===== src/rtl/mem_bus_arbiter.sv =====
// mem_bus_arbiter: shares the 16-bit memory bus between the core memory
// controller and a debug/programming port. The core owns the bus by default.
// A debug request pauses the core at its instruction-read state and then runs
// single-word debug accesses. Bursts are bounded by MAX_BURST and pausing is
// bounded by PAUSE_TIMEOUT, so neither side can starve the other.
// Optional build macro MEM_ARB_STATS_EN adds o_dbgCount, a saturating count
// of completed debug accesses.
module mem_bus_arbiter #(
    parameter int MAX_BURST     = 4,
    parameter int PAUSE_TIMEOUT = 15,
    parameter int TMR_W         = 4
) (
    input  logic        i_clk,
    input  logic        i_rst,
    input  logic [15:0] i_coreAddr,
    input  logic [15:0] i_coreWdata,
    input  logic        i_coreWr,
    input  logic        i_coreIdle,
    output logic        o_corePause,
    input  logic        i_dbgReq,
    input  logic [15:0] i_dbgAddr,
    input  logic        i_dbgWr,
    input  logic [15:0] i_dbgWdata,
    output logic [15:0] o_dbgRdata,
    output logic        o_dbgDone,
    output logic        o_dbgErr,
    output logic        o_dbgOwns,
    output logic [15:0] o_memAddr,
    output logic [15:0] o_memWdata,
    output logic        o_memWr,
    input  logic [15:0] i_memRdata
`ifdef MEM_ARB_STATS_EN
    ,
    output logic [15:0] o_dbgCount
`endif
);

    localparam int               BURST_W   = $clog2(MAX_BURST + 1);
    localparam logic [TMR_W-1:0] TMR_LAST  = TMR_W'(PAUSE_TIMEOUT - 1);
    localparam logic [TMR_W-1:0] TMR_MAX   = {TMR_W{1'b1}};
    localparam logic [BURST_W-1:0] BURST_LIM = BURST_W'(MAX_BURST);

    typedef enum logic [2:0] {
        ST_CORE    = 3'd0,
        ST_PAUSING = 3'd1,
        ST_XFER    = 3'd2,
        ST_RESP    = 3'd3,
        ST_NEXT    = 3'd4
    } state_e;

    state_e             state_q, state_d;
    logic [TMR_W-1:0]   timer_q, timer_d;
    logic [BURST_W-1:0] burst_q, burst_d;
    logic [15:0]        rdata_q, rdata_d;
    logic               err_q, err_d;

    // Next-state logic: pause handshake, timeout, bounded burst, read capture.
    always_comb begin
        // NOTE: every signal gets a default before the case so no path leaves
        // one unassigned; otherwise synthesis infers a latch.
        state_d = state_q;
        timer_d = timer_q;
        burst_d = burst_q;
        rdata_d = rdata_q;
        err_d   = 1'b0;
        unique case (state_q)
            ST_CORE: begin
                if (i_dbgReq) begin
                    state_d = ST_PAUSING;
                    timer_d = '0;
                end
            end
            ST_PAUSING: begin
                if (!i_dbgReq) begin
                    state_d = ST_CORE;
                end else if (i_coreIdle) begin
                    state_d = ST_XFER;
                end else if (timer_q == TMR_LAST) begin
                    // Error flag is registered so it pulses in the CORE cycle.
                    state_d = ST_CORE;
                    err_d   = 1'b1;
                end else if (timer_q != TMR_MAX) begin
                    timer_d = timer_q + 1'b1;
                end
            end
            ST_XFER: begin
                state_d = ST_RESP;
            end
            ST_RESP: begin
                rdata_d = i_memRdata;
                if (burst_q < BURST_LIM) begin
                    burst_d = burst_q + 1'b1;
                end
                state_d = ST_NEXT;
            end
            ST_NEXT: begin
                if (i_dbgReq && (burst_q < BURST_LIM)) begin
                    state_d = ST_XFER;
                end else begin
                    state_d = ST_CORE;
                    burst_d = '0;
                end
            end
            default: begin
                state_d = ST_CORE;
                burst_d = '0;
            end
        endcase
    end

    // State registers with synchronous active-high reset.
    always_ff @(posedge i_clk) begin
        // NOTE: sequential state uses non-blocking assignments so every flop
        // samples the pre-edge value, independent of statement order.
        if (i_rst) begin
            state_q <= ST_CORE;
            timer_q <= '0;
            burst_q <= '0;
            rdata_q <= '0;
            err_q   <= 1'b0;
        end else begin
            state_q <= state_d;
            timer_q <= timer_d;
            burst_q <= burst_d;
            rdata_q <= rdata_d;
            err_q   <= err_d;
        end
    end

    // Moore status outputs and the combinational bus multiplexer.
    always_comb begin
        o_corePause = (state_q != ST_CORE);
        o_dbgOwns   = (state_q == ST_XFER) || (state_q == ST_RESP);
        o_dbgDone   = (state_q == ST_RESP);
        o_dbgErr    = err_q;
        // Read data arrives during RESP; forward it so it is valid alongside
        // done, and the capture register holds it afterwards.
        o_dbgRdata  = (state_q == ST_RESP) ? i_memRdata : rdata_q;
        if (o_dbgOwns) begin
            o_memAddr  = i_dbgAddr;
            o_memWdata = i_dbgWdata;
            o_memWr    = (state_q == ST_XFER) ? i_dbgWr : 1'b0;
        end else begin
            o_memAddr  = i_coreAddr;
            o_memWdata = i_coreWdata;
            o_memWr    = i_coreWr;
        end
    end

`ifdef MEM_ARB_STATS_EN
    logic [15:0] count_q, count_d;

    // Saturating count of completed debug accesses.
    always_comb begin
        count_d = count_q;
        if ((state_q == ST_RESP) && (count_q != 16'hFFFF)) begin
            count_d = count_q + 16'd1;
        end
    end

    // Access counter register, cleared by reset.
    always_ff @(posedge i_clk) begin
        if (i_rst) begin
            count_q <= '0;
        end else begin
            count_q <= count_d;
        end
    end

    assign o_dbgCount = count_q;
`endif

endmodule


===== config.mk =====
export PLATFORM = sky130hd
export DESIGN_NAME = mem_bus_arbiter
export DESIGN_NICKNAME = d
export VERILOG_FILES = /design/src/rtl/mem_bus_arbiter.sv
export SDC_FILE = /design/constraint.sdc
export NUM_CORES = 1
export LEC_CHECK = 0
export BUFFER_PORTS_ARGS = -buffer_cell sky130_fd_sc_hd__buf_2
export CORE_MARGIN = 8
export CORE_UTILIZATION = 42
export CTS_BUF_LIST = sky130_fd_sc_hd__clkbuf_4 sky130_fd_sc_hd__clkbuf_8
export DETAILED_ROUTE_END_ITERATION = 7
export PLACE_DENSITY = 0.86
export SKIP_CTS_REPAIR_TIMING = 1
export SYNTH_ARGS = -nofsm -noshare
export SYNTH_HDL_FRONTEND = slang
export SYNTH_SLANG_ARGS = --single-unit

===== constraint.sdc =====
create_clock -name i_clk -period 2.7 [get_ports i_clk]
set_input_delay 0 -clock i_clk [delete_from_list [all_inputs] [get_ports i_clk]]
set_output_delay 0 -clock i_clk [all_outputs]
set_load 0.01 [all_outputs]

Word level (Yosys, flattened, before mapping)
Index checks and enable logic that the tools add are counted.
{"block": "totals", "mem_count": 0, "latch_bits": 0, "out_inout_bits": 53, "in_bits": 86, "reg_bits": 27, "ram_bits": 0, "rom_bits": 0, "wordCells": 56}
{"block": "classes", "mux": 21, "div": 0, "bitwise_logic": 3, "n_reduce_logical": 10, "eq_ne": 14, "shift": 0, "order_cmp": 1, "multipliers": 0, "n_addsub": 2}
{"op": "16-bit 2-to-1 mux", "n": 3}
{"op": "4-bit 2-to-1 mux", "n": 5}
{"op": "3-bit 2-to-1 mux", "n": 6}
{"op": "3-bit one-hot mux with 5 select lines", "n": 1}
{"op": "2-bit inequality test, second input constant", "n": 6}
{"op": "3-bit one-hot mux with 3 select lines", "n": 1}
{"op": "4-bit inequality test, second input constant", "n": 2}
{"op": "4-bit one-hot mux with 2 select lines", "n": 1}
{"op": "3-bit by 2-bit equality test with 1-bit output, second input constant", "n": 2}
{"op": "6-bit AND reduction", "n": 1}
{"op": "4-bit by 1-bit adder with 4-bit output, second input constant", "n": 1}
{"op": "4-bit equality test, second input constant", "n": 1}
{"op": "4-bit OR reduction", "n": 1}
{"op": "3-bit by 1-bit adder with 3-bit output, second input constant", "n": 1}
{"op": "3-bit by 1-bit equality test with 1-bit output, second input constant", "n": 1}
{"op": "3-bit equality test, second input constant", "n": 1}
{"op": "3-bit logical NOT", "n": 1}
{"op": "3-bit less-than comparator, second input constant", "n": 1}
{"op": "1-bit 2-to-1 mux", "n": 3}
{"op": "1-bit inverter", "n": 3}
{"op": "3-bit AND reduction", "n": 1}
{"op": "3-bit nonzero test", "n": 1}
{"op": "3-bit OR reduction", "n": 1}
{"op": "2-bit 2-to-1 mux", "n": 1}
{"op": "other kinds (5)", "n": 5}

Depth between registers and ports, before layout
{"block": "depth", "word_depth": 6, "mapped_depth": 7, "ltp_nobuf": 6}

Worst setup path after synthesis
No wires, ideal clock.
{"block": "synth_path", "kind": "reg-to-reg", "from": "register state_q[2]", "to": "register rdata_q[10]", "setup_ps": 128, "arrival_ps": 1401, "period_less_slack_ps": 1529, "required_time_ps": 2572, "stages_incl_launch_ff": 8, "slack_ps": 1171, "path_cell_list": "dfxtp_1 -> nand2b_1 -> buf_4 -> clkinv_4 -> nand2_4 -> buf_6 -> mux2_2 -> nor2b_1"}
{"block": "synth_via", "elab_chain_len": 2}
{"element": "start: declaration", "line_no": "51", "rtl": "state_e state_q, state_d;"}
{"element": "start signal: assignment", "line_no": "122", "rtl": "state_q <= state_d;"}
{"element": "3-bit by 2-bit equality test with 1-bit output"}
{"element": "16-bit 2-to-1 mux"}
{"element": "via o_dbgRdata[10]", "line_no": "24", "rtl": "output logic [15:0] o_dbgRdata,"}
{"element": "end signal: assignment", "line_no": "125", "rtl": "rdata_q <= rdata_d;"}
{"element": "end: declaration", "line_no": "54", "rtl": "logic [15:0] rdata_q, rdata_d;"}
The timed path passes the listed nets, and every way through them passes these cells.
A chain may end at the register's enable or synchronous reset.

Final worst setup path
{"block": "layout_path", "from": "register state_q[2]", "to": "output port o_dbgRdata[8]"}
{"block": "layout_via", "elab_chain_len": 2}
{"element": "3-bit by 2-bit equality test with 1-bit output", "line_no": "138", "rtl": "o_dbgRdata = (state_q == ST_RESP) ? i_memRdata : rdata_q;"}
{"element": "16-bit 2-to-1 mux"}
{"element": "end: declaration", "line_no": "24"}
Every way passes these cells.

==> out/results.ini <==
[routing]
detail_route.drc_violations=0
totalWireLength_um=5513
drt_pass1_iterations=4
final_antenna_net_count=0
viasPerCell=4.753
drt_iter0_markers=55
post_drt_wl_per_cell_um=13.61
detailroute.via_count=1925

[grt]
grt_first_pass_wirelength_um=8694
grt_max_degree=36
antenna_found_initial=0
grt-ovfl-total=0
gr-usage-all-layers=0.1688
first_global_vias=1813

[worst_setup_path]
critical_path_required_ns=2.70
worstSetupPathType=flop to output port
rr_startpoint=state_q[2]
start_kind=flop
timing.critical_path.from=state_q[2]
critical_path_arrival_ns=2.09
worstPathMaxFanout=35
critical_path.endpoint_type=output port

[sta]
slew_violations=0
unrepaired_setup_endpoints_after_global_routing=false
totalNegativeSetupSlack_ns=0
layout_skew_ns=0.005239
worst_slew_margin_rel=0.6574
worst_slew_pin_slew_ns=0.5105
setup_viol_count_final=0
finalCriticalPeriod_ns=2.094
hold_viol_final=0
clock.fmax_ghz=0.4777
finalHoldWorstSlack_ns=0.05495
finalCritPeriodShare=0.7754

[status]
outcome=finished clean

[synthesis]
syn_nets=316
synth_area_sq_um=1624
count_of_unique_library_cells_instantiated_by_yosys=32
synth-seq-cells=27
post-synth-top-area-fraction=0.3328
synth_cells=227
yosysWarnings=0
post-synth-top-area-cell=dfxtp_1
synth.yosys.seq_area_share=0.3328
syn_area_per_cell_sq_um=7.154
netlist_top_cells_area=dfxtp_1, nand2_1, mux2_4, mux2_2, nor2b_1

[power]
totalPowerFinal_uw=840.4
total_leakage_power_nw=1.391
max-vdd-ir-drop_v=0.0003435
cellPowerDensity_nw_per_um2=354.6

[final_layout]
areaGrowthSynthToFinish_pct=45.92
final_cell_mix=buf_2, nand2_1, dfxtp_1
layout.cells.most_common=buf_2
layout.cells.non_filler=405
layout-drive-gt1-share=0.4510
diodes=0
fin_nets=447

[floorplan]
die_h_um=78.19
design.die.area_sq_um=6113
num_io_pins=139
initial_utilization=0.4403
die_width_um=78.19
rows=22
core-area_sq_um=3689

[place]
numPlacedInstances=401
placement.io_buffers=138
finalWeightedCongestion=0.8957
dp_hpwl_um=4421

[min_path]
worst_hold_path_type=input pin to flop
hold_start=i_dbgReq

[clock_tree]
clk_pin_slew_ns=0.09
clock_latency_ns=0.26
tritoncts.num_buffers=3
numClockSinks=27
clock_tree_from_tritoncts=yes
clock_path_buffers=2
htree_levels=1
ctsRootBufferMaster=clkbuf_8

[flow_run]
max-cap-violations=0

-- cell type report --
class                   instances  area, sq um
multi-input cells             182        998.5
fillers                       336         1319
well taps                      48        60.06
inverters                       5        23.77
clock buffers                   4        48.80
flip-flops and latches         27        540.5
repair buffers                139        698.2
-- metrics by stage --
stage	worst slack [ns]	instance area [sq um]	util
floorplan	1.171	1624	-
global placement	0.8406	2321	0.6292
detailed placement	0.7905	2321	0.6292
CTS	0.6063	2370	0.6425
global route	0.4536	2370	0.6425
finish	0.6065	2370	0.6425
-- worst max-delay path, cell delays in order, from the launching register on --
cell and delay [ns]:
dfxtp_1 0.52, nand2b_1 0.23, clkinv_4 0.23, nand2_4 0.31, mux2_2 0.39, buf_2 0.14
-- state kept, by name, summed over array words and instances (netlist names) --
signal and count:
timer_q 4, rdata_q 16, o_dbgErr 1, burst_q 3, state_q 3
-- power by group --
part           switching (mW)  total, mW  internal [mW]
sequential            0.00652      0.408          0.402
combinational           0.101      0.200         0.0994
clock                   0.117      0.232          0.115
total                   0.224      0.840          0.617
-- logic make-up (layout without fill, tap and decap cells) --
family                   count (synthesis)  after routing  share of synthesized area
AND/OR/NAND/NOR                        142            142                     0.3883
flip-flops                              27             27                     0.3328
AO/OA/AOI/OAI                           21             21                    0.07627
buffers and inverters                   18            148                    0.05239
multiplexers                            16             16                     0.1271
adder cells (fa/ha/maj)                  3              3                    0.02311
-- worst paths after layout --
check / endpoint / slack [ns] / cells after the start
worst max-delay path: o_dbgRdata[8] / 0.61 / 5
worst min-delay path: state_q[0] / 0.05 / 3
worst max register to register: rdata_q[8] / 0.77 / 5
worst min register to register: burst_q[0] / 0.49 / 1
-- per-layer routing --
layer | routed length [um] | global-route usage | up-vias
met5 | 0 | 0 | -
met4 | 81 | 0.05000 | 0
met3 | 573 | 0.07175 | 6
met2 | 2438 | 0.2651 | 93
met1 | 2419 | 0.2044 | 830
li1 | - | - | 996
-- cells in the mapped netlist, drive strengths merged --
cell type,number
nand3,1
nor4b,1
a311oi,1
nand4bb,1
nor2,8
nor2b,16
inv,4
or3,1
clkbuf,10
or3b,1
and4,1
nand2,103
o21ai,8
a21oi,5
or4b,1
nor3,3
o22a,1
ha,3
dfxtp,27
mux2,16
nand2b,3
a31oi,4
clkinv,1
nand4,1
nor3b,1
buf,3
a2111oi,1
a211oi,1
No activity file was read; power rests on OpenSTA's default activity.
